[config.mk]
export PLATFORM = sky130hd
export DESIGN_NAME = round_sat
export DESIGN_NICKNAME = d
export VERILOG_FILES = /design/src/rtl/round_sat.sv
export SDC_FILE = /design/constraint.sdc
export NUM_CORES = 1
export LEC_CHECK = 0
export ABC_AREA = 1
export CAP_MARGIN = 25
export CELL_PAD_IN_SITES_DETAIL_PLACEMENT = 1
export CELL_PAD_IN_SITES_GLOBAL_PLACEMENT = 1
export CORE_MARGIN = 5
export CORE_UTILIZATION = 35
export CTS_CLUSTER_SIZE = 30
export DETAILED_ROUTE_END_ITERATION = 16
export GPL_TIMING_DRIVEN = 0
export HOLD_SLACK_MARGIN = 0.02
export PLACE_DENSITY = 0.77
export SYNTH_ARGS = -nofsm -noshare
export SYNTH_HDL_FRONTEND = slang
export SYNTH_SLANG_ARGS = --single-unit
[constraint.sdc]
create_clock -name clk -period 2.5 [get_ports clk]
set_input_delay 0.25 -clock clk [delete_from_list [all_inputs] [get_ports clk]]
set_output_delay 0.25 -clock clk [all_outputs]
set_load 0.005 [all_outputs]
[src/rtl/round_sat.sv]
// Round-half-up then saturate: two-stage valid/ready pipeline with a sticky
// overflow flag and a saturating count of clipped output transfers.
module round_sat #(
  parameter int unsigned IW    = 17,
  parameter int unsigned SHIFT = 1,
  parameter int unsigned OW    = 16,
  parameter int unsigned CW    = 16
) (
  input  logic          clk,
  input  logic          rst_n,
  input  logic          en,
  input  logic [IW-1:0] in_data,
  input  logic          in_valid,
  output logic          in_ready,
  output logic [OW-1:0] out_data,
  output logic          out_valid,
  input  logic          out_ready,
  output logic          out_sat,
  output logic          ovf,
  output logic [CW-1:0] sat_cnt,
  input  logic          clr_ovf
);

  // One guard bit so the rounding add can never wrap.
  localparam int unsigned RW = IW + 1;

  localparam logic signed [RW-1:0] MaxVal = {{(RW-OW+1){1'b0}}, {(OW-1){1'b1}}};
  localparam logic signed [RW-1:0] MinVal = {{(RW-OW+1){1'b1}}, {(OW-1){1'b0}}};

  logic signed [RW-1:0] in_ext;
  logic signed [RW-1:0] rnd;

  logic                 s1_valid_q;
  logic signed [RW-1:0] s1_data_q;
  logic                 out_valid_q;
  logic [OW-1:0]        out_data_q;
  logic                 out_sat_q;
  logic                 ovf_q, ovf_d;
  logic [CW-1:0]        sat_cnt_q, sat_cnt_d;

  logic                 stall;
  logic                 sat_hi, sat_lo;
  logic [OW-1:0]        sat_data;
  logic                 sat_xfer;

  assign in_ext = {in_data[IW-1], in_data};

  if (SHIFT == 0) begin : g_no_round
    assign rnd = in_ext;
  end else begin : g_round
    logic signed [RW-1:0] sum;
    assign sum = in_ext + (RW'(1) << (SHIFT - 1));
    assign rnd = sum >>> SHIFT;
  end

  assign stall    = out_valid_q & ~out_ready;
  assign in_ready = en & ~stall;
  assign sat_xfer = out_valid_q & out_ready & out_sat_q;

  always_comb begin
    sat_hi   = s1_data_q > MaxVal;
    sat_lo   = s1_data_q < MinVal;
    sat_data = s1_data_q[OW-1:0];
    if (sat_hi) begin
      sat_data = {1'b0, {(OW-1){1'b1}}};
    end else if (sat_lo) begin
      sat_data = {1'b1, {(OW-1){1'b0}}};
    end
  end

  // A saturated transfer in the same cycle as a clear still counts once.
  always_comb begin
    sat_cnt_d = sat_cnt_q;
    ovf_d     = ovf_q;
    if (sat_xfer) begin
      ovf_d = 1'b1;
      if (clr_ovf) begin
        sat_cnt_d = CW'(1);
      end else if (!(&sat_cnt_q)) begin
        sat_cnt_d = sat_cnt_q + CW'(1);
      end
    end else if (clr_ovf) begin
      ovf_d     = 1'b0;
      sat_cnt_d = '0;
    end
  end

  always_ff @(posedge clk or negedge rst_n) begin
    if (!rst_n) begin
      s1_valid_q  <= 1'b0;
      s1_data_q   <= '0;
      out_valid_q <= 1'b0;
      out_data_q  <= '0;
      out_sat_q   <= 1'b0;
      ovf_q       <= 1'b0;
      sat_cnt_q   <= '0;
    end else begin
      ovf_q     <= ovf_d;
      sat_cnt_q <= sat_cnt_d;
      if (!en) begin
        s1_valid_q  <= 1'b0;
        out_valid_q <= 1'b0;
      end else if (!stall) begin
        s1_valid_q  <= in_valid;
        out_valid_q <= s1_valid_q;
        if (in_valid) begin
          s1_data_q <= rnd;
        end
        // Output data only moves with a real sample so it holds across bubbles.
        if (s1_valid_q) begin
          out_data_q <= sat_data;
          out_sat_q  <= sat_hi | sat_lo;
        end
      end
    end
  end

  assign out_data  = out_data_q;
  assign out_valid = out_valid_q;
  assign out_sat   = out_sat_q;
  assign ovf       = ovf_q;
  assign sat_cnt   = sat_cnt_q;

endmodule

Word level (Yosys, flattened, before mapping)
Index checks and enable logic that the tools add are counted.

Muxes and demuxes: 12. Equal/unequal tests: 2. Add/subtract/negate cells: 2. Magnitude comparators: 2. Bitwise gates (word level): 7. Reduce and logical (&&, ||, !) cells: 5.

Operators by type and width (number): 16-bit two-way mux (6); 17-bit by 2-bit adder with 18-bit output (second input constant) (1); 17-bit by 16-bit greater-than comparator with 1-bit output (second input constant) (1); 17-bit by 16-bit < comparator with 1-bit output (second input constant) (1); 16-bit by 1-bit adder with 16-bit output (second input constant) (1); 16-bit AND reduction (1); 1-bit two-way mux (6); 3-bit AND reduction (2); 1-bit AND (4); 2-bit != test (second input constant) (2); 1-bit NOT (2); 2-bit AND reduction (1); 2-bit nonzero test (1); 1-bit bitwise OR (1).

Output and inout bits: 36. Flip-flop bits (word level): 53.

Longest topological paths before layout
Depth in word-level cells: 4. Gate-level depth with buffers: 10.

Worst setup path before layout
No wires, ideal clock.

Kind: register -> register. From: register sat_cnt_q[0], in the netlist sat_cnt[0]. To: register sat_cnt_q[7], in the netlist sat_cnt[7]. Library setup time: 0.119 ns. Stages on the path, launching flop included: 10. Arrival: 1.420 ns. Path buffers: 1. Data required time: 2.381 ns. Slack: 0.961 ns. Path through: dfrtp_1 > ha_1 > nand2_4 > nor2_8 > nand3_2 > nor2_2 > nor2_2 > buf_6 > nand3_1 > nand2_1.

Cells in the longest elaborated chain, start to end: 4.

Ends and longest elaborated chain: start: declaration (line 39) `logic [CW-1:0] sat_cnt_q, sat_cnt_d;`; start signal: assignment (line 99) `sat_cnt_q <= sat_cnt_d;`; 16-bit by 1-bit adder with 16-bit output (line 80) `sat_cnt_d = sat_cnt_q + CW'(1);`; 16-bit two-way mux (line 79) `end else if (!(&sat_cnt_q)) begin`; 16-bit two-way mux (line 77) `if (clr_ovf) begin`; 16-bit two-way mux (line 75) `if (sat_xfer) begin`.

Several ways; a longest one is shown, not always the timed one. The select of a mux whose other input is x is not followed. A chain may end at the register's enable or synchronous reset.

Final worst setup path
Ends and elaborated chain as after synthesis.

==> impl_metrics.csv <==
group,metric,value,unit
logic_synthesis,ys_top_cells_by_count,"nand2_1 (117), dfrtp_1 (53), nand3_1 (37)",
critical_path,crit_slowest_cell,"dfrtp_1",
final_layout,nNetsFinal,454,
critical_path,critPathKind,"reg -> reg",
logic_synthesis,synth_mux_area_frac,0,
floorplanning,core.rowCount,33,
final_layout,antenna_cells,0,
worst_hold_path,hold_class,"in -> async",
logic_synthesis,avgSynthCellArea,7.922,um^2
global_route,grt.overflow.total,0,
timing,fin_crit_sh,0.7264,
place,place.gp.congestion,0.8521,
timing,skew,0.004696,ns
logic_synthesis,synth_xor_area_frac,0.03970,
place,postPlaceCellArea,3595,um^2
logic_synthesis,yosysTopAreaCell,"dfrtp_1",
clock_network,ctsHoldBuffers,1,
critical_path,reg2reg_to,"sat_cnt[7]",
timing,fmax,550.6,MHz
global_route,grt_pass1_wl,13390,um
global_route,grtUsageTotal,0.1641,
clock_network,clk_pin_slew_worst_paths,0.10,ns
clock_network,cts_tree,"built",
pwr,power_frac_comb,0.224,
detailed_routing,drt_iter0_markers,69,
logic_synthesis,synth_edf_count,0,
floorplanning,start_util,0.3544,
timing,slew_viol_final,0,
critical_path,cp_slowest_stage_delay,0.46,ns
clock_network,clock_sink_count,53,
final_layout,design_area,3712,um^2
critical_path,startpoint,"sat_cnt[0]",
logic_synthesis,synthMostInstantiatedCell,"nand2_1",
clock_network,cts_buffers,5,
critical_path,worst_r2r_path_depth,9,
detailed_routing,drcViolationCount,0,
logic_synthesis,yosys.area.top_type_share,0.4625,
pwr,switching_share,0.2767,
pwr,p_leak,1.740,nW
logic_synthesis,synth_area_leaders,"dfrtp_1 (46%), nand2_1 (15%), nand3_1 (6.5%), nor2_1 (3.8%), inv_1 (3.5%)",
critical_path,cp.arrival,2.02,ns
job,maxCapViolations,0,
floorplanning,core,8093,um^2
place,dp_hpwl,6169,um
critical_path,cp.required,2.70,ns
logic_synthesis,async_flop_share,1.000,
timing,hold_viol,0,
final_layout,final_cells,534,
critical_path,r2r_slack,0.68,ns
timing,setup_violations,0,
pwr,powerDensity,575.7,nW/um^2
logic_synthesis,syn_nets,387,
timing,slew_headroom,0.6880,
detailed_routing,num_vias,2643,
clock_network,insertion_delay,0.31,ns
logic_synthesis,ys_ff_latch,53,
logic_synthesis,synthSimpleGateAreaFrac,0.3525,
critical_path,startpoint_type,"flop",
final_layout,syn_to_final_growth,29.45,%
pwr,switching_power,591.4,uW
critical_path,endpoint,"sat_cnt[7]",
pwr,p_seq_frac,0.500,
critical_path,crit_top_cell,"nor2_2",
clock_network,h-tree-depth,2,
floorplanning,dieArea,10100,um^2
detailed_routing,avgViaCountPerCell,4.949,
logic_synthesis,syn_area,2868,um^2
pwr,p_int,1.546,mW
global_route,grt_pass1_vias,2860,
timing,worstMarginPinSlew,0.4662,ns
logic_synthesis,synth_top_family_by_area,"simple AND/OR/NAND/NOR gates",
logic_synthesis,ys_seq_area_frac,0.4625,
logic_synthesis,ys.flop_type,"dfrtp_1",
detailed_routing,wl_per_cell,14.56,um
logic_synthesis,synth-compound-area-share,0.08115,
timing,fin_crit,1.816,ns
timing,rsz0062_at_grt,"false",
clock_network,clk_path_buf_depth,2,
detailed_routing,drt-pass1-iter-count,4,
global_route,grt_max_degree,41,
global_route,antenna_found_initial,0,
detailed_routing,postRouteAntennaNets,0,
logic_synthesis,synthCells,362,
critical_path,endpoint_kind,"flop",
logic_synthesis,yosysWarnings,0,
place,numPortBuffers,58,
clock_network,cts-root-buf,"clkbuf_8",
critical_path,path_max_fanout,10,
critical_path,path_cells,"ha_1, nand2_4, nor2_8, nand3_2, nor2_2, nor2_2, buf_6, nand3_1, nand2_1",
floorplanning,io_pins,59,
logic_synthesis,synth.distinct_cells,33,
final_layout,drive_gt1_frac,0.1142,
pwr,pwr-share-clk,0.276,
detailed_routing,wirelength,7774,um
run_status,outcome,"finished, final reports clean",
clock_network,cts-resized-gates,0,
clock_network,post_cts_buffers,0,
pwr,ir_drop,0.2794,mV
place,dp_cells,526,
floorplanning,die_w,100.5,um
critical_path,r2r-start,"sat_cnt[0]",
floorplanning,fp.dieH,100.5,um
logic_synthesis,synth_fa_ha_area_frac,0.008726,
-- layout by cell type, fill, tap and decap left out, types with 2 or more instances in the layout --
master,synthesis,final
o21ai_1,2,2
inv_1,27,27
inv_2,3,3
nor2_1,29,29
clkbuf_8,0,5
clkinv_1,2,2
clkdlybuf4s50_1,0,57
nand2_2,6,6
nor2_4,2,2
nand2_1,117,117
o21ai_2,6,6
xor2_1,10,10
nor2_2,9,9
ha_1,2,2
nand2_4,4,4
nand4_1,13,13
a21oi_2,2,2
xnor2_1,3,3
a31oi_1,4,4
nand3_1,37,37
o21ai_0,15,15
buf_2,4,5
dfrtp_1,53,53
-- cell type report --
type / count / area, um^2
clock inverter: 2 / 38.79
buffer: 6 / 38.79
clock buffer: 5 / 68.82
inverter: 32 / 120.1
timing repair buffer: 60 / 605.6
multi-input combinational: 271 / 1383
tap: 105 / 131.4
sequential: 53 / 1326
fill: 1023 / 4380
-- flip-flops by register name, summed over array words and instances (netlist names) --
register    flops
sat_cnt        16
s1_valid_q      1
out_sat         1
s1_data_q      17
out_valid       1
out_data       16
ovf             1
-- per-stage QoR --
stage	setup WS (ns)	TNS [ns]	hold WS, ns	power [mW]	util
2_1_floorplan	0.9611	0	-0.04559	1.254	-
3_3_place_gp	-0.5024	-26.44	0.4605	1.551	0.4423
3_5_place_dp	0.5483	0	0.1934	1.574	0.4442
4_1_cts	0.6772	0	0.3919	2.174	0.4587
5_1_grt	0.5974	0	0.4092	2.263	0.4587
6_report	0.6839	0	0.3785	2.137	0.4587
-- logic make-up (layout without fill, tap and decap cells) --
family                   after synthesis  in the layout
buffers and inverters                 38            105
flip-flops                            53             53
AO/OA/AOI/OAI                         36             36
AND/OR/NAND/NOR                      220            220
XOR/XNOR                              13             13
adder cells (fa/ha/maj)                2              2
-- routing by layer --
layer | GRT usage | wire [um]
met1 | 0.1912 | 3283
met5 | 0 | 0
met4 | 0.03834 | 71
met3 | 0.02768 | 250
met2 | 0.3109 | 4168
-- critical path: cells and delay by family, from the launching register on --
family	cells	cell delay (ns)
and+or+nand+nor	7	0.72
adders and majority gates	1	0.38
buffers and inverters	1	0.15
DFF	1	0.46
-- power by group through the flow --
stage | registers [mW] | clock network (mW) | logic (mW)
2_1_floorplan | 1.07 | 0 | 0.184
3_3_place_gp | 1.08 | 0 | 0.468
3_5_place_dp | 1.09 | 0 | 0.488
4_1_cts | 1.07 | 0.613 | 0.490
5_1_grt | 1.09 | 0.639 | 0.538
6_report | 1.07 | 0.591 | 0.478
-- how the worst min path moves through the flow --
stage	start	end	slack, ns	cells past startpoint
after floorplan	rst_n	out_data[0]	-0.05	0
after global placement	s1_data_q[0]	s1_data_q[0]	0.46	2
after detailed placement	rst_n	sat_cnt[4]	0.19	1
after CTS	rst_n	sat_cnt[8]	0.39	2
after global routing	rst_n	sat_cnt[5]	0.41	2
final	rst_n	sat_cnt[4]	0.38	2
(Power assumes the default switching activity.)
